--- src/rtl/integrator_pkg.sv ---
// Shared types, fixed-point parameters and saturation helpers for the 3-axis integrator.
package integrator_pkg;
  localparam int WIDTH = 16;
  localparam int FRAC  = 8;
  localparam int PW    = 2 * WIDTH;

  localparam logic [WIDTH-1:0] SAT_MAX = 16'h7FFF;
  localparam logic [WIDTH-1:0] SAT_MIN = 16'h8000;

  localparam logic signed [PW-1:0] PROD_MAX = {{(PW-WIDTH){1'b0}}, SAT_MAX};
  localparam logic signed [PW-1:0] PROD_MIN = {{(PW-WIDTH){1'b1}}, SAT_MIN};

  typedef enum logic [1:0] {IDLE, MUL, ACC} state_t;

  // Full product to Q8.8: arithmetic shift (floor), then clamp.
  function automatic logic [WIDTH-1:0] sat_prod(input logic signed [PW-1:0] prod);
    logic signed [PW-1:0] sh;
    sh = prod >>> FRAC;
    if (sh > PROD_MAX)      return SAT_MAX;
    else if (sh < PROD_MIN) return SAT_MIN;
    else                    return sh[WIDTH-1:0];
  endfunction

  function automatic logic [WIDTH-1:0] sat_add(input logic [WIDTH-1:0] a,
                                               input logic [WIDTH-1:0] b);
    logic [WIDTH:0] s;
    s = {a[WIDTH-1], a} + {b[WIDTH-1], b};
    if (s[WIDTH] != s[WIDTH-1]) return s[WIDTH] ? SAT_MIN : SAT_MAX;
    else                        return s[WIDTH-1:0];
  endfunction
endpackage

--- src/rtl/integrator_seq_mult.sv ---
// Signed 16x16 shift-add multiplier, one multiplier bit per cycle.
// i_start loads operands; o_done is high during the 16th bit cycle, o_product is final after it.
module seq_mult
  import integrator_pkg::*;
(
  input  logic                 i_clk,
  input  logic                 i_rst_n,
  input  logic                 i_start,
  input  logic [WIDTH-1:0]     i_a,
  input  logic [WIDTH-1:0]     i_b,
  output logic                 o_done,
  output logic signed [PW-1:0] o_product
);
  logic [PW-1:0]    r_mcand;
  logic [WIDTH-1:0] r_mplier;
  logic [PW-1:0]    r_prod;
  logic [3:0]       r_cnt;
  logic             r_busy;
  logic [PW-1:0]    w_term;

  // The sign bit of the multiplier carries negative weight (two's complement).
  assign w_term    = (r_cnt == 4'd15) ? (PW'(0) - r_mcand) : r_mcand;
  assign o_done    = r_busy && (r_cnt == 4'd15);
  assign o_product = r_prod;

  always_ff @(posedge i_clk or negedge i_rst_n) begin
    if (!i_rst_n) begin
      r_mcand  <= '0;
      r_mplier <= '0;
      r_prod   <= '0;
      r_cnt    <= '0;
      r_busy   <= 1'b0;
    end else if (i_start) begin
      r_mcand  <= {{(PW-WIDTH){i_a[WIDTH-1]}}, i_a};
      r_mplier <= i_b;
      r_prod   <= '0;
      r_cnt    <= '0;
      r_busy   <= 1'b1;
    end else if (r_busy) begin
      if (r_mplier[0]) r_prod <= r_prod + w_term;
      r_mcand  <= r_mcand << 1;
      r_mplier <= r_mplier >> 1;
      r_cnt    <= r_cnt + 4'd1;
      if (r_cnt == 4'd15) r_busy <= 1'b0;
    end
  end
endmodule

--- src/rtl/integrator.sv ---
// 3-axis semi-implicit Euler integrator: v += a*dt then p += v*dt per axis,
// all six multiplies sharing one sequential multiplier; outputs commit together.
module integrator
  import integrator_pkg::*;
(
  input  logic             clk,
  input  logic             rst,
  input  logic             enable,
  input  logic [WIDTH-1:0] acx,
  input  logic [WIDTH-1:0] acy,
  input  logic [WIDTH-1:0] acz,
  input  logic [WIDTH-1:0] dt,
  output logic [WIDTH-1:0] vx,
  output logic [WIDTH-1:0] vy,
  output logic [WIDTH-1:0] vz,
  output logic [WIDTH-1:0] px,
  output logic [WIDTH-1:0] py,
  output logic [WIDTH-1:0] pz,
  output logic             bussy
);
  state_t           r_state, w_next;
  logic [2:0]       r_op, w_nop;
  logic [1:0]       w_axis;
  logic [WIDTH-1:0] r_a [0:2];
  logic [WIDTH-1:0] r_v [0:2];
  logic [WIDTH-1:0] r_p [0:2];
  logic [WIDTH-1:0] r_dt;
  logic [WIDTH-1:0] w_old, w_res, w_op_a, w_op_b;
  logic             w_start, w_mul_done;
  logic signed [PW-1:0] w_product;

  assign w_axis = r_op[2:1];
  assign w_nop  = r_op + 3'd1;
  assign w_res  = sat_add(w_old, sat_prod(w_product));

  seq_mult u_mult (
    .i_clk     (clk),
    .i_rst_n   (rst),
    .i_start   (w_start),
    .i_a       (w_op_a),
    .i_b       (w_op_b),
    .o_done    (w_mul_done),
    .o_product (w_product)
  );

  always_comb begin
    w_old = '0;
    case (w_axis)
      2'd0:    w_old = r_op[0] ? r_p[0] : r_v[0];
      2'd1:    w_old = r_op[0] ? r_p[1] : r_v[1];
      default: w_old = r_op[0] ? r_p[2] : r_v[2];
    endcase
  end

  // Operands for the op being started: raw inputs on launch, else the latched
  // copies; a position op multiplies the velocity just produced in this ACC cycle.
  always_comb begin
    w_op_a = r_a[0];
    w_op_b = r_dt;
    if (r_state == IDLE) begin
      w_op_a = acx;
      w_op_b = dt;
    end else if (w_nop[0]) begin
      w_op_a = w_res;
    end else begin
      case (w_nop[2:1])
        2'd0:    w_op_a = r_a[0];
        2'd1:    w_op_a = r_a[1];
        default: w_op_a = r_a[2];
      endcase
    end
  end

  always_comb begin
    w_next  = r_state;
    w_start = 1'b0;
    case (r_state)
      IDLE: if (enable) begin
        w_next  = MUL;
        w_start = 1'b1;
      end
      MUL:  if (w_mul_done) w_next = ACC;
      ACC:  if (r_op == 3'd5) w_next = IDLE;
            else begin
              w_next  = MUL;
              w_start = 1'b1;
            end
      default: w_next = IDLE;
    endcase
  end

  always_ff @(posedge clk or negedge rst) begin
    if (!rst) begin
      r_state <= IDLE;
      r_op    <= '0;
      r_dt    <= '0;
      for (int i = 0; i < 3; i++) begin
        r_a[i] <= '0;
        r_v[i] <= '0;
        r_p[i] <= '0;
      end
      vx <= '0; vy <= '0; vz <= '0;
      px <= '0; py <= '0; pz <= '0;
      bussy <= 1'b0;
    end else begin
      r_state <= w_next;
      if (r_state == IDLE && enable) begin
        r_a[0] <= acx;
        r_a[1] <= acy;
        r_a[2] <= acz;
        r_dt   <= dt;
        r_op   <= '0;
        bussy  <= 1'b1;
      end
      if (r_state == ACC) begin
        if (r_op[0]) r_p[w_axis] <= w_res;
        else         r_v[w_axis] <= w_res;
        r_op <= w_nop;
        if (r_op == 3'd5) begin
          vx <= r_v[0]; vy <= r_v[1]; vz <= r_v[2];
          px <= r_p[0]; py <= r_p[1]; pz <= w_res;
          bussy <= 1'b0;
        end
      end
    end
  end
endmodule

--- config.mk ---
export PLATFORM = sky130hd
export DESIGN_NAME = integrator
export DESIGN_NICKNAME = d
export VERILOG_FILES = /design/src/rtl/integrator_pkg.sv /design/src/rtl/integrator_seq_mult.sv /design/src/rtl/integrator.sv
export SDC_FILE = /design/constraint.sdc
export NUM_CORES = 1
export LEC_CHECK = 0
export ABC_CLOCK_PERIOD_IN_PS = 5000
export BUFFER_PORTS_ARGS = -buffer_cell sky130_fd_sc_hd__buf_2
export CAP_MARGIN = 20
export CORE_MARGIN = 2
export CORE_UTILIZATION = 56
export CTS_BUF_LIST = sky130_fd_sc_hd__clkbuf_8
export DETAILED_ROUTE_END_ITERATION = 12
export PLACE_DENSITY = 0.76
export SLEW_MARGIN = 20
export SYNTH_ARGS = -nofsm -noshare
export SYNTH_HDL_FRONTEND = slang
export SYNTH_SLANG_ARGS = --single-unit
export TNS_END_PERCENT = 5
--- constraint.sdc ---
create_clock -name clk -period 5 [get_ports clk]
set_input_delay 1 -clock clk [delete_from_list [all_inputs] [get_ports clk]]
set_output_delay 1 -clock clk [all_outputs]
set_load 0.005 [all_outputs]
* Yosys cells after proc, flatten, opt, wreduce, memory -nomap -nowiden
Index checks and enable logic that the tools add are counted.
** Storage, ports and cells
- Word-level logic and storage cells :: 99
- Input port bits :: 67
- Output and inout port bits :: 97
- Register bits :: 347
** Cells by class
- Add/subtract/negate cells :: 5
- Eq/ne operators :: 9
- Order comparisons :: 4
- Mux-type cells :: 41
- Reductions and logical operators :: 14
- Bitwise operators :: 2
** Operators by type and width (number)
- $mux 16 :: 13
- $mux 32 :: 6
- $bwmux 48 :: 2
- $pmux 16 s2 :: 2
- $add 32x32->32 :: 1
- $demux 16 s2 :: 1
- $sub 1x32->32 const A :: 1
- $gt 24x16->1 const B :: 1
- $lt 24x16->1 const B :: 1
- $add 16x16->17 :: 1
- $reduce_and 2->1 :: 5
- $mux 1 :: 9
- $mux 4 :: 2
- $eq 2x1->1 const B :: 3
- $logic_not 2->1 :: 3
- $mux 3 :: 2
- $pmux 2 s3 :: 1
- $reduce_bool 2->1 :: 3
- $add 4x1->4 const B :: 1
- $eq 4x4->1 const B :: 1
- $mux 2 :: 2
- $add 3x1->3 const B :: 1
- $eq 3x3->1 const B :: 1
- $ge 3x3->1 const B :: 1
- other kinds (9) :: 11

* Depth between registers and ports, before layout
- Depth after elaboration :: 9
- Depth in mapped cells :: 22
- Depth with buffers taken out :: 18

* Hierarchy
Synthesis repeated with hierarchy kept, for this count alone.
** Second synthesis, totals
- Cells, all modules :: 1746
- Area total of the unflattened synthesis :: 18308.8 µm²
** Modules (own cells, without submodules)
- integrator :: times used 1, area an instance 12381.9 µm², cells an instance 1064, seq. area each 6556.3 µm²
- seq_mult :: times used 1, area an instance 5926.9 µm², cells an instance 682, seq. area each 2127.0 µm²

* Least setup slack after synthesis
No wires, ideal clock.
- Path kind :: flip-flop to flip-flop
- From :: register r_op[0]
- To :: register u_mult.r_mcand[5]
- Slack :: 102 ps
- Data required time :: 4913 ps
- Buffers on the path :: 5
- Setup time :: 87 ps
- Data arrival time :: 4811 ps
- Cell stages (with the launch flop) :: 22
- Period minus slack after synthesis :: 4898 ps
- Cells stage by stage :: dfrtp_1 > buf_2 > buf_2 > buf_2 > buf_2 > mux2i_1 > a21oi_1 > ha_1 > a21o_1 > a221o_1 > a21oi_1 > o31ai_2 > a31oi_1 > o21ai_1 > xnor2_1 > ha_1 > inv_1 > buf_1 > nand2_1 > a21oi_1 > o21ai_0 > a22oi_1
** On the way
- Longest elaborated chain between the ends :: 8
- Elaborated cells between the ends (all ways) :: 19
- Classes of those cells :: add/sub: 2; eq/ne: 3; mux: 12; reduce/logical: 2
** Ends and longest elaborated chain
- from (decl) :: line integrator.sv:22 : logic [2:0] r_op, w_nop;
- from (signal assigned) :: line integrator.sv:118 : r_op <= w_nop;
- $mux 16 (on tied branches) :: line integrator.sv:51, integrator.sv:49, integrator.sv:50
- $pmux 16 s2 :: line integrator.sv:48 : case (w_axis)
- $add 16x16->17 :: line integrator_pkg.sv:27 : s = {a[WIDTH-1], a} + {b[WIDTH-1], b};
- $mux 16 or $ne 1x1->1 (tied branches) :: line integrator_pkg.sv:28 : if (s[WIDTH] != s[WIDTH-1]) return s[WIDTH] ? SAT_MIN : SAT_MAX;
- $mux 16 :: line integrator_pkg.sv:28
- $mux 16 :: line integrator.sv:63 : end else if (w_nop[0]) begin
- $mux 16 :: line integrator.sv:60 : if (r_state == IDLE) begin
- $mux 32 :: line integrator_seq_mult.sv:33 : end else if (i_start) begin
- to (signal assigned) :: line integrator_seq_mult.sv:34 : r_mcand <= {{(PW-WIDTH){i_a[WIDTH-1]}}, i_a};
- to (signal assigned) :: line integrator_seq_mult.sv:41 : r_mcand <= r_mcand << 1;
- to (decl) :: line integrator_seq_mult.sv:14 : logic [PW-1:0] r_mcand;
Several ways; a longest one is shown, not always the timed one.
A chain may end at the register's enable or synchronous reset.

* Final worst setup path
- From :: register r_op[0]
- To :: register r_v[24] in the netlist's numbering
** On the way
- Longest elaborated chain between the ends :: 6
- Elaborated cells between the ends (all ways) :: 11
- Classes of those cells :: add/sub: 1; eq/ne: 1; mux: 7; bitwise: 1; reduce/logical: 1
** Ends and longest elaborated chain
- $mux 16 (on tied branches) :: line integrator.sv:51, integrator.sv:49, integrator.sv:50
- $pmux 16 s2 :: line integrator.sv:48
- $add 16x16->17 :: line integrator_pkg.sv:27
- $mux 16 or $ne 1x1->1 (tied branches) :: line integrator_pkg.sv:28
- $mux 16 :: line integrator_pkg.sv:28
- $bwmux 48 :: line integrator.sv:117 : else r_v[w_axis] <= w_res;
- to (signal, indexed assignment) :: line integrator.sv:117
- to (decl) :: line integrator.sv:25 : logic [WIDTH-1:0] r_v [0:2];
Several ways; a longest one is shown, not always the timed one.

==> summary.txt <==
CTS tree: built
Commonest non-fill, non-tap cell in the layout: dfrtp_1
Core area: 32300 µm²
Sequential fraction of the synthesis area: 47.7%
Worst min path class: in -> async
Period minus WS final: 4.81 ns
Crit. End Element: flop
Vias in the first global route: 13.7k
PnR Total Power: 0.0133 W
Drt wl/cell: 19.4 µm
Max transition margin: 26.6%
Initial DRC Count: 873
Pwr dens: 643 nW/µm²
Buffers & Inverters on Critical Path: 4
Leak: 9.99 nW
GPL Wtd Cong: 0.920
Placed Instance Area: 19600 µm²
Hold buffer count at CTS: 0
Clk sink count: 347
Critical Path AT: 5.24 ns
Multi-input logic area: 9060 µm²
Number of synthesized register bits: 347
Area Overhead vs Synth: 13.2%
Routed Antenna Nets: 0
GRT overflow: 0
HPWL after DPL: 33000 µm
Initial antenna violation count: 0
Status: complete, no violations
Initial Util: 56.4%
First-pass GRT wire length: 73400 µm
CP Class: reg -> reg
Syn Area/Cell: 10.6 µm²
Largest net degree at the start of global routing: 124
Syn Nets: 1842
Vert. Die Dim: 184 µm
Startpoint Class: flop
Num ports: 164
Residual DRC count: 0
Final Cell Area: 20600 µm²
Register area: 8690 µm²
Post-synth ARST share: 100%
Die W: 184 µm
Number of synthesized flops with an enable pin: 0
Synth warn: 0
H-Tree Depth: 2
CTS root buf: clkbuf_8
I/O Buffers: 163
Slowest stage delay, CP: 0.57 ns
Clock Skews: 0.0332 ns
Most frequent cells in the layout: 345 x dfrtp_1, 202 x nand2_1, 169 x o21ai_0
Tot GR Track Use: 27.3%
DIE AREA: 34000 µm²
CP cell instances: buf_4 -> mux4_2 -> nor2_1 -> a21oi_1 -> ha_1 -> inv_1 -> fa_1 -> nor2b_1 -> o31ai_2 -> a211o_1 -> nand4_2 -> nand3_1 -> ha_1 -> buf_4 -> inv_1 -> and4_1 -> nor3_4 -> o21ai_0
Layout cell share with drive strength beyond 1: 26.5%
Max-cap check violation count: 0
Top Family by Delay on Critical Path: simple AND/OR/NAND/NOR gates
Final Hold Fails: 0
Setup-failing EPs final: 0
R2r setup slk: 0.19 ns
Final WL: 45700 µm
Crit share post-route: 96.3%
Post-Synthesis Cells: 1720
Layout Nets: 2010
Distinct cells, synth: 84
Diodes inserted: 0
Max FO, Critical Path: 12
Via count of the routed design: 13.9k
DRT Pass-1 Iters: 7
Area of the mapped netlist: 18200 µm²
Ys flop type: dfrtp_1
Actual slew at the worst max-slew pin: 1.10 ns
Critical Path RT: 5.43 ns
Site Rows: 66
Clock Latency Late Sink: 0.61 ns
VDD IR-drop max: 472 µV
Slew Viols, Final: 0
Drt via density: 5.88
Clk slew on worst S/H paths: 0.06 ns
Fmax: 208 MHz
Clock buffer depth: 3
TritonCTS Buffers: 56
CP max stage cell: dfrtp_4
Fillcell total: 2610
cell families after synthesis:
group | synth area share [%]
AO/OA/AOI/OAI | 15.7
XOR/XNOR | 3.13
adder cells (fa/ha/maj) | 3.86
buffers and inverters | 2.87
flip-flops | 47.7
multiplexers | 15.6
AND/OR/NAND/NOR | 11.2
metal layers:
metal	global-route usage, %	part of all wire, %	up-vias
met5	0	0	-
met2	43.7	47	419
met3	4.09	5.5	83
li1	-	-	6543
met1	39.1	46	6853
met4	7.26	2.2	0
synthesized netlist by cell type (4+ instances only):
master / instances / share of area (%)
dfrtp_1: 347 / 48
nand2_1: 202 / 4.2
o21ai_0: 169 / 4.6
mux2_2: 161 / 10
a21oi_1: 94 / 2.6
nor2_1: 88 / 1.8
clkbuf_1: 68 / 1.4
mux2i_1: 66 / 3.6
ha_1: 53 / 3.6
xor2_1: 33 / 1.6
xnor2_1: 32 / 1.5
inv_1: 29 / 0.60
a211oi_1: 27 / 1.1
nand3_1: 27 / 0.74
nor2b_1: 24 / 0.82
a31oi_1: 23 / 0.79
nor3_1: 23 / 0.63
o21a_1: 23 / 0.95
buf_2: 21 / 0.58
mux4_2: 16 / 2.0
a21o_1: 15 / 0.62
o21ai_1: 12 / 0.33
nand4_1: 10 / 0.34
a221o_1: 9 / 0.49
and3_1: 8 / 0.27
a22o_1: 7 / 0.34
o211ai_1: 7 / 0.29
o21bai_1: 7 / 0.29
buf_1: 6 / 0.12
or2_2: 6 / 0.21
and2_1: 5 / 0.17
o31ai_1: 5 / 0.21
a211o_1: 4 / 0.19
a32o_1: 4 / 0.22
nor3b_1: 4 / 0.16
o22ai_1: 4 / 0.14
or3_1: 4 / 0.14
power by group:
| group | total (W) | internal (W) | leakage [nW] | switching (W) |
|---|---|---|---|---|
| combinational | 0.00693 | 0.00269 | 4.84 | 0.00424 |
| sequential | 0.00408 | 0.00347 | 4.55 | 0.000610 |
| clock | 0.00224 | 0.00115 | 0.600 | 0.00110 |
timing repair:
item,CTS,global route
endpoints found under the setup margin,0,93
buffers inserted,0,2
endpoints found under the hold margin,0,0
gates resized for setup,0,5
registers in the layout, indices dropped and copies added, names as in the netlist, 3 cells and up:
signal,count
px,16
py,16
pz,16
r_a,48
r_dt,16
r_op,3
r_p,48
r_v,48
u_mult.o_product,32
u_mult.r_cnt,4
u_mult.r_mcand,32
u_mult.r_mplier,16
vx,16
vy,16
vz,16
cell type report:
class	instances	share of cell area [%]
inverters	30	0.546
repair buffers	208	5.79
clock inverters	31	0.832
multi-input cells	1245	44.0
flip-flops and latches	347	42.2
well taps	442	2.68
clock buffers	60	4.01
worst paths after layout:
kind,from,to,cells past startpoint
hold / removal,rst,py[7],1
hold reg to reg,r_p[5],r_p[5],2
max in group asynchronous,rst,u_mult.o_product[26],2
setup / recovery,r_op[0],r_v[24],18
min in group clk,r_p[5],r_p[5],2
setup reg to reg,r_op[0],r_v[24],18
stage by stage:
stage | setup WS (ns) | cells | hold slack [ns] | utilization, % | setup TNS, ns
6_report | 0.187 | 2363 | 0.471 | 63.8 | 0
5_1_grt | -0.00264 | 2363 | 0.513 | 63.8 | -0.00264
4_1_cts | 0.0521 | 2360 | 0.483 | 63.7 | 0
3_5_place_dp | 0.0511 | 2269 | 0.470 | 60.6 | 0
3_3_place_gp | 0.0640 | 2269 | 0.461 | 60.6 | 0
2_1_floorplan | 0.102 | 1720 | 0.450 | - | 0
Power figures use the tool's default switching activity.
